## src/rtl/fwd_hazard_ctrl.sv

```systemverilog
// Forwarding and load-use hazard control for the 5-stage datapath: tracks the producers in EX and MEM,
// registers the EX-stage operand mux selects and raises a combinational stall on a load-use dependency.
module fwd_hazard_ctrl #(
    parameter int REG_AW   = 5,
    parameter int ZERO_REG = 31
) (
    input  logic              clk,
    input  logic              reset,
    input  logic              id_valid,
    input  logic [REG_AW-1:0] id_rn,
    input  logic [REG_AW-1:0] id_rm,
    input  logic [REG_AW-1:0] id_rd,
    input  logic              id_regwrite,
    input  logic              id_memread,
    input  logic              id_use_imm,
    input  logic              flush,
    output logic [1:0]        fwd_a_sel,
    output logic [1:0]        fwd_b_sel,
    output logic              stall
);

    localparam logic [REG_AW-1:0] ZERO_ADDR = REG_AW'(ZERO_REG);

    localparam logic [1:0] SEL_RF    = 2'b00;
    localparam logic [1:0] SEL_EXMEM = 2'b01;
    localparam logic [1:0] SEL_MEMWB = 2'b10;
    localparam logic [1:0] SEL_IMM   = 2'b11;

    // Shadow of the instructions in EX and MEM. The WB occupant needs no
    // shadow: its result is already written to the register file by the time a
    // dependent instruction could select it, so it never steers a mux.
    logic              ex_valid;
    logic [REG_AW-1:0] ex_rd;
    logic              ex_regwrite;
    logic              ex_memread;

    logic              mem_valid;
    logic [REG_AW-1:0] mem_rd;
    logic              mem_regwrite;

    logic              issue;
    logic              ex_is_load;

    assign issue = id_valid & ~stall & ~flush;

    // Stall is a function of the current EX occupant, so a reset (which
    // clears ex_valid) drops it immediately.
    assign ex_is_load = ex_valid & ex_memread & (ex_rd != ZERO_ADDR);

    always_comb begin
        stall = 1'b0;
        if (id_valid && ex_is_load) begin
            if (ex_rd == id_rn)
                stall = 1'b1;
            else if (!id_use_imm && (ex_rd == id_rm))
                stall = 1'b1;
        end
    end

    always_ff @(posedge clk or posedge reset) begin
        if (reset) begin
            ex_valid     <= 1'b0;
            ex_rd        <= '0;
            ex_regwrite  <= 1'b0;
            ex_memread   <= 1'b0;
            mem_valid    <= 1'b0;
            mem_rd       <= '0;
            mem_regwrite <= 1'b0;
        end else begin
            mem_valid    <= ex_valid;
            mem_rd       <= ex_rd;
            mem_regwrite <= ex_regwrite;
            if (issue) begin
                ex_valid    <= 1'b1;
                ex_rd       <= id_rd;
                ex_regwrite <= id_regwrite;
                ex_memread  <= id_memread;
            end else begin
                ex_valid    <= 1'b0;
                ex_rd       <= '0;
                ex_regwrite <= 1'b0;
                ex_memread  <= 1'b0;
            end
        end
    end

    // One select generator per ALU operand; gi=0 is A (rn), gi=1 is B (rm/imm).
    for (genvar gi = 0; gi < 2; gi++) begin : opnd_g
        logic [REG_AW-1:0] src;
        logic              use_imm;
        logic              ex_hit;
        logic              mem_hit;
        logic [1:0]        sel_next;
        logic [1:0]        sel_reg;

        if (gi == 0) begin : a_src_g
            assign src     = id_rn;
            assign use_imm = 1'b0;
        end else begin : b_src_g
            assign src     = id_rm;
            assign use_imm = id_use_imm;
        end

        assign ex_hit  = ex_valid & ex_regwrite & (ex_rd == src) & (src != ZERO_ADDR);
        assign mem_hit = mem_valid & mem_regwrite & (mem_rd == src) & (src != ZERO_ADDR);

        // The EX producer is younger than the MEM one, so it takes priority.
        always_comb begin
            sel_next = SEL_RF;
            if (use_imm)
                sel_next = SEL_IMM;
            else if (ex_hit)
                sel_next = SEL_EXMEM;
            else if (mem_hit)
                sel_next = SEL_MEMWB;
        end

        always_ff @(posedge clk or posedge reset) begin
            if (reset)
                sel_reg <= SEL_RF;
            else if (issue)
                sel_reg <= sel_next;
            else
                sel_reg <= SEL_RF;
        end
    end

    assign fwd_a_sel = opnd_g[0].sel_reg;
    assign fwd_b_sel = opnd_g[1].sel_reg;

endmodule

```

## config.mk

```make
export PLATFORM = sky130hd
export DESIGN_NAME = fwd_hazard_ctrl
export DESIGN_NICKNAME = d
export VERILOG_FILES = /design/src/rtl/fwd_hazard_ctrl.sv
export SDC_FILE = /design/constraint.sdc
export NUM_CORES = 1
export LEC_CHECK = 0
export ABC_AREA = 1
export BUFFER_PORTS_ARGS = -buffer_cell sky130_fd_sc_hd__buf_2
export CORE_MARGIN = 2
export CORE_UTILIZATION = 51
export DETAILED_ROUTE_END_ITERATION = 16
export GPL_ROUTABILITY_DRIVEN = 0
export PLACE_DENSITY = 0.78
export REMOVE_ABC_BUFFERS = 1
export SLEW_MARGIN = 0
export SYNTH_ARGS = -nofsm -noshare
export SYNTH_HDL_FRONTEND = slang
export SYNTH_SLANG_ARGS = --single-unit
```

## constraint.sdc

```tcl
create_clock -name clk -period 1.35 [get_ports clk]
set_input_delay 0.27 -clock clk [delete_from_list [all_inputs] [get_ports clk]]
set_output_delay 0.27 -clock clk [all_outputs]
set_load 0.05 [all_outputs]
```

==> flow_metrics.py, run 1 <==
metrics = {
    "run_status": {
        "outcome": "finished, violations left",
        "violations": "negative setup slack",
    },
    "placement": {
        "dp_cells": 216,
        "hpwl_mm": 2.061,
        "place_ws_ps": -232.7,
        "portBuffers": 26,
    },
    "sta": {
        "fin_crit_ps": 1915,
        "tightest_slew_ps": 684.5,
        "finalMaxSlewViolations": 0,
        "finalCritPeriodShare": 1.419,
        "fmax_mhz": 522.1,
        "final_hold_viol_count": 0,
        "clock_skew_ps": 6.716,
        "fin_hold_ws_ps": 150.4,
        "setup_ws_ps": -565.4,
        "slew_headroom": 0.5420,
        "rsz0062_at_grt": "yes",
        "finalSetupViolCount": 13,
    },
    "pwr": {
        "power.total_uw": 1201,
        "power.leakage_uw": 0.0008377,
        "ir_drop_mv": 0.9507,
        "clock_power_share": 0.264,
        "p_sw_uw": 376.2,
        "combPwrFrac": 0.229,
        "p_seq_frac": 0.507,
        "pwr_density_cell_mw_per_mm2": 778.2,
        "switching_share": 0.3134,
        "p_int_uw": 824.3,
    },
    "setup_path": {
        "criticalPathCategory": "reg2out",
        "crit_chain": "inv_2 > nand2_1 > nand2_1 > nor2_2 > nand4_1 > nand2_1 > nand2_2 > inv_2 > buf_8",
        "cp.arrival_ps": 1650,
        "critPathCaptureType": "output port",
        "slowest_stage": "dfrtp_1",
        "critPathTopFamily": "simple AND/OR/NAND/NOR gates",
        "path_buf_inv": 3,
        "cpMostUsedCell": "nand2_1",
        "cp.required_ps": 1080,
        "crit_fanout": 4,
        "cp-start-kind": "flop",
        "critPathMaxStageDelay_ps": 450,
    },
    "grt": {
        "grt_first_pass_wirelength_mm": 4.485,
        "antenna_found_initial": 0,
        "grt.overflow.total": 0,
        "grt_use_total": 0.2493,
        "grt_pass1_vias": 1083,
        "grt_max_degree": 20,
    },
    "min_path": {
        "hold_path_class": "in2reg",
    },
    "routing": {
        "routedWlPerCell_um": 14.50,
        "drt-initial-drc-count": 34,
        "dr_total_vias": 1152,
        "ant_nets": 0,
        "first_pass_iters": 4,
        "drc_errors": 0,
        "wl_mm": 3.248,
        "via_per_inst": 5.143,
    },
    "run": {
        "maxCapViolations": 0,
    },
    "clock_network": {
        "cts_buffer_depth": 2,
        "cts-buffers-inserted": 3,
        "clkTransAtPathRegs_ps": 120,
        "root_buffer": "clkbuf_4",
        "cts_tree": "yes",
        "htreeDepth": 1,
        "clk-insertion-delay-late_ps": 320,
        "cts.sinks": 19,
    },
    "final_layout": {
        "postLayoutCoreUtil": 0.8027,
        "num_antenna_cells": 0,
        "drive_above_1_share": 0.4772,
        "area_delta_synth_final_pct": 50.37,
        "fin_cells": 224,
        "nNetsFinal": 220,
    },
    "yosys": {
        "ys_ff_latch": 19,
        "yosysWarnings": 0,
        "synth.distinct_cells": 17,
        "synth_cells": 144,
        "ys_seq_area_frac": 0.4634,
        "syn_area_sq_mm": 0.001026,
        "synth.avg_cell_area_sq_um": 7.125,
    },
    "floorplan": {
        "io_pins": 27,
        "die_area_sq_mm": 0.002386,
        "rows": 16,
        "dieHeight_um": 48.85,
        "die_x_um": 48.85,
        "initial_core_util": 0.5339,
        "core_area_sq_mm": 0.001922,
    },
}
==> final timing paths <==
check                                 start      endpoint  slack, ps  cells past startpoint
min in group asynchronous             reset     mem_rd[3]        500                      4
worst max register to register     ex_rd[3]  fwd_b_sel[1]       -170                     10
max in group asynchronous             reset      ex_rd[4]        640                      4
worst max-delay path               ex_rd[3]         stall       -570                      9
worst min-delay path               id_rd[2]      ex_rd[2]        150                      3
worst min register to register  ex_regwrite  mem_regwrite        390                      0
==> layout make-up <==
| type | count | area, sq um |
|---|---|---|
| Multi-Input combinational cell | 94 | 564.3 |
| Clock buffer | 3 | 22.52 |
| Timing Repair Buffer | 49 | 319.1 |
| Inverter | 31 | 116.4 |
| Tap cell | 27 | 33.78 |
| Fill cell | 144 | 379.1 |
| Sequential cell | 19 | 479.2 |
| Clock inverter | 1 | 7.507 |
==> layer usage <==
layer,GRT usage,up-vias,wire [um]
met3,0.02761,17,207
met5,0,-,0
met4,0.1619,0,174
met2,0.4475,66,1640
met1,0.2785,530,1225
li1,-,539,-
==> worst min-delay path, stage by stage <==
cell,delay [ps]
buf_2,100
inv_1,50
nor2_2,40
==> sequential cells by signal, summed over array words and instances, names as in the netlist <==
| signal | flops |
|---|---|
| ex_rd | 5 |
| mem_rd | 5 |
| fwd_a_sel | 2 |
| fwd_b_sel | 2 |
| ex_memread | 1 |
| ex_regwrite | 1 |
| ex_valid | 1 |
| mem_regwrite | 1 |
| mem_valid | 1 |
==> placed cells by master, fill, tap and decap left out, drive strengths merged <==
master and count:
o22ai 2, nor3 2, nand4 3, a21oi 4, buf 48, inv 31, xnor2 3, clkinvlp 1
nand3 4, clkbuf 3, dlygate4sd3 1, xor2 4, dfrtp 19, nand2 42, o21ai 3, nor2 25
or2 1, a31oi 1
==> power by group through the flow <==
stage                     logic [uW]  clock network, uW  registers, uW
after floorplan                 94.0                  0            620
after CTS                        235                315            604
after detailed placement         215                  0            615
final                            275                317            608
after global routing             300                329            610
after global placement           205                  0            614
==> metrics by stage <==
| step | setup TNS [ps] | cell area, sq um |
|---|---|---|
| 3_3_place_gp | -1436 | 1329 |
| 4_1_cts | -780.5 | 1440 |
| 2_1_floorplan | -123.0 | 1015 |
| 5_1_grt | -3557 | 1543 |
| 3_5_place_dp | -2325 | 1329 |
| 6_report | -2333 | 1543 |
==> synth_stat cells (all sizes together) <==
master	n	area, sq um
nor3	2	10.01
a21oi	4	20.02
inv	31	116.4
xor2	4	35.03
nand2	41	158.9
a31oi	1	6.260
o21ai	3	15.01
nand4	3	18.77
or2	1	6.260
xnor2	3	26.28
nor2	25	93.84
buf	1	11.26
nand3	4	20.02
dfrtp	19	475.5
o22ai	2	12.51
==> kinds of logic after synthesis <==
family	count (synthesis)	share of synthesized area
xor+xnor	7	0.05976
simple gates	76	0.3000
buf+inv	32	0.1244
flops	19	0.4634
compound gates	10	0.05244
==> timing repair <==
item                                    4_1_cts  5_1_grt
pin swaps                                     2        6
hold endpoints to repair                     19        0
buffers inserted                              1        1
endpoints found under the setup margin       13       13
resized for setup                            14       35
hold buffers                                  1        0
cloned                                        1        0
(Power assumes the default switching activity.)
==> run 2: changes to the inputs <==
- CORE_UTILIZATION: 51 -> 50
- PLACE_DENSITY: 0.78 -> 0.76
==> flow_metrics.py, run 2 (synthesized netlist as in run 1, its figures left out) <==
metrics = {
    "pwr": {
        "switching_share": 0.2782,
        "p_sw_uw": 314.8,
        "combPwrFrac": 0.213,
        "power.leakage_uw": 0.0008392,
        "clock_power_share": 0.252,
        "ir_drop_mv": 0.7158,
        "pwr_density_cell_mw_per_mm2": 781.2,
        "p_seq_frac": 0.534,
        "p_int_uw": 817.0,
    },
    "grt": {
        "grt_pass1_vias": 1129,
        "grt_first_pass_wirelength_mm": 4.560,
        "grt.overflow.total": 0,
        "grt_max_degree": 20,
        "antenna_found_initial": 0,
        "grt_use_total": 0.2521,
    },
    "placement": {
        "postPlaceCellArea_sq_mm": 0.001329,
        "place_ws_ps": -233.9,
        "hpwl_mm": 1.958,
        "portBuffers": 26,
    },
    "final_layout": {
        "drive_above_1_share": 0.3283,
        "largestRegisters": "ex_rd x5, mem_rd x5",
        "final_cell_mix": "39 x nand2_1, 27 x inv_1, 25 x buf_2",
        "fin_area_sq_mm": 0.001449,
        "num_antenna_cells": 0,
        "final_common_cell": "nand2_1",
        "nNetsFinal": 221,
        "fill_cells": 149,
        "area_delta_synth_final_pct": 41.22,
    },
    "setup_path": {
        "crit_chain": "xnor2_2 > nand2_1 > nor2_2 > nand2_1 > nand2_1 > nand2_2 > inv_2 > buf_8",
        "crit_fanout": 4,
        "cpMostUsedCell": "nand2_1",
        "cp-start-kind": "flop",
        "cp.arrival_ps": 1580,
        "cp.required_ps": 1080,
        "slowest_stage": "dfrtp_2",
        "critPathMaxStageDelay_ps": 460,
        "criticalPathCategory": "reg2out",
        "critPathCaptureType": "output port",
    },
    "run": {
        "maxCapViolations": 0,
    },
    "routing": {
        "via_per_inst": 4.742,
        "ant_nets": 0,
        "routedWlPerCell_um": 11.93,
        "drc_errors": 0,
        "dr_total_vias": 1067,
        "wl_mm": 2.684,
        "drt-initial-drc-count": 22,
        "first_pass_iters": 4,
    },
    "sta": {
        "final_hold_viol_count": 0,
        "fmax_mhz": 541.2,
        "finalMaxSlewViolations": 0,
        "tightest_slew_ps": 718.6,
        "finalSetupViolCount": 13,
        "rsz0062_at_grt": "yes",
        "clock_skew_ps": 2.626,
        "slew_headroom": 0.5192,
        "fin_crit_ps": 1848,
        "finalCritPeriodShare": 1.369,
        "fin_tns_setup_ps": -1934,
        "setup_ws_ps": -497.7,
    },
    "floorplan": {
        "io_pins": 27,
        "die_x_um": 49.30,
        "core_area_sq_mm": 0.001942,
        "die_area_sq_mm": 0.002430,
        "dieHeight_um": 49.30,
        "rows": 16,
        "initial_core_util": 0.5284,
    },
    "clock_network": {
        "htreeDepth": 1,
        "clk-insertion-delay-late_ps": 300,
        "root_buffer": "clkbuf_4",
        "cts_buffer_depth": 2,
        "cts-buffers-inserted": 3,
        "cts.sinks": 19,
        "cts_tree": "yes",
        "clkTransAtPathRegs_ps": 100,
    },
    "run_status": {
        "violations": "negative setup slack",
        "outcome": "finished, violations left",
    },
    "min_path": {
        "hold_path_class": "in2reg",
    },
}
[run 2: per-layer routing]
metal	GRT usage	vias up	part of all wire
met5	0	-	0
met4	0.1048	0	0.023
met3	0.03681	9	0.052
met2	0.4685	31	0.53
met1	0.2834	485	0.39
li1	-	542	-
[run 2: critical path, delay by kind of cell (launching register included)]
family                    cells  cell delay (ps)
xor gates and xnor gates      1              180
buffers and inverters         2              210
DFF                           1              460
and+or+nand+nor               5              440
[run 2: final timing paths]
check,startpoint,endpoint,slack (ps),cells past startpoint
min in group asynchronous,reset,fwd_a_sel[0],530,4
worst max-delay path,ex_rd[2],stall,-500,8
worst max register to register,ex_rd[2],ex_rd[0],-130,9
worst min-delay path,id_rd[4],ex_rd[4],160,3
max in group asynchronous,reset,ex_rd[2],610,4
worst min register to register,ex_regwrite,mem_regwrite,400,0
[run 2: metrics by stage]
step / cells / util / total power (uW) / hold slack (ps)
6_report: 225 / 0.7461 / 1132 / 161.0
5_1_grt: 225 / 0.7461 / 1197 / 146.9
4_1_cts: 228 / 0.7616 / 1126 / 163.7
3_5_place_dp: 216 / 0.6843 / 827.2 / 300.5
3_3_place_gp: 216 / 0.6843 / 818.6 / 290.0
2_1_floorplan: 143 / - / 713.8 / 221.1
[run 2: cell type report]
type	count	area (sq um)	share of cell area
inverters	31	116.4	0.08031
repair buffers	50	322.8	0.2228
flip-flops and latches	19	476.7	0.3290
multi-input cells	94	473.0	0.3264
clock buffers	4	26.28	0.01813
well taps	27	33.78	0.02332
[run 2: power by group through the flow]
stage	combinational (uW)	sequential, uW	clock [uW]
after global placement	205	614	0
final	242	605	286
after CTS	238	604	285
after global routing	267	607	323
after floorplan	94.0	620	0
after detailed placement	212	615	0
[run 2: repair_timing]
action                                  4_1_cts  5_1_grt
endpoints found under the setup margin       13       13
setup buffers                                 9        1
gates cloned                                  1        0
pin swaps                                     4        0
hold buffers                                  1        0
gates resized for setup                      15        2
hold endpoints to repair                     19        0
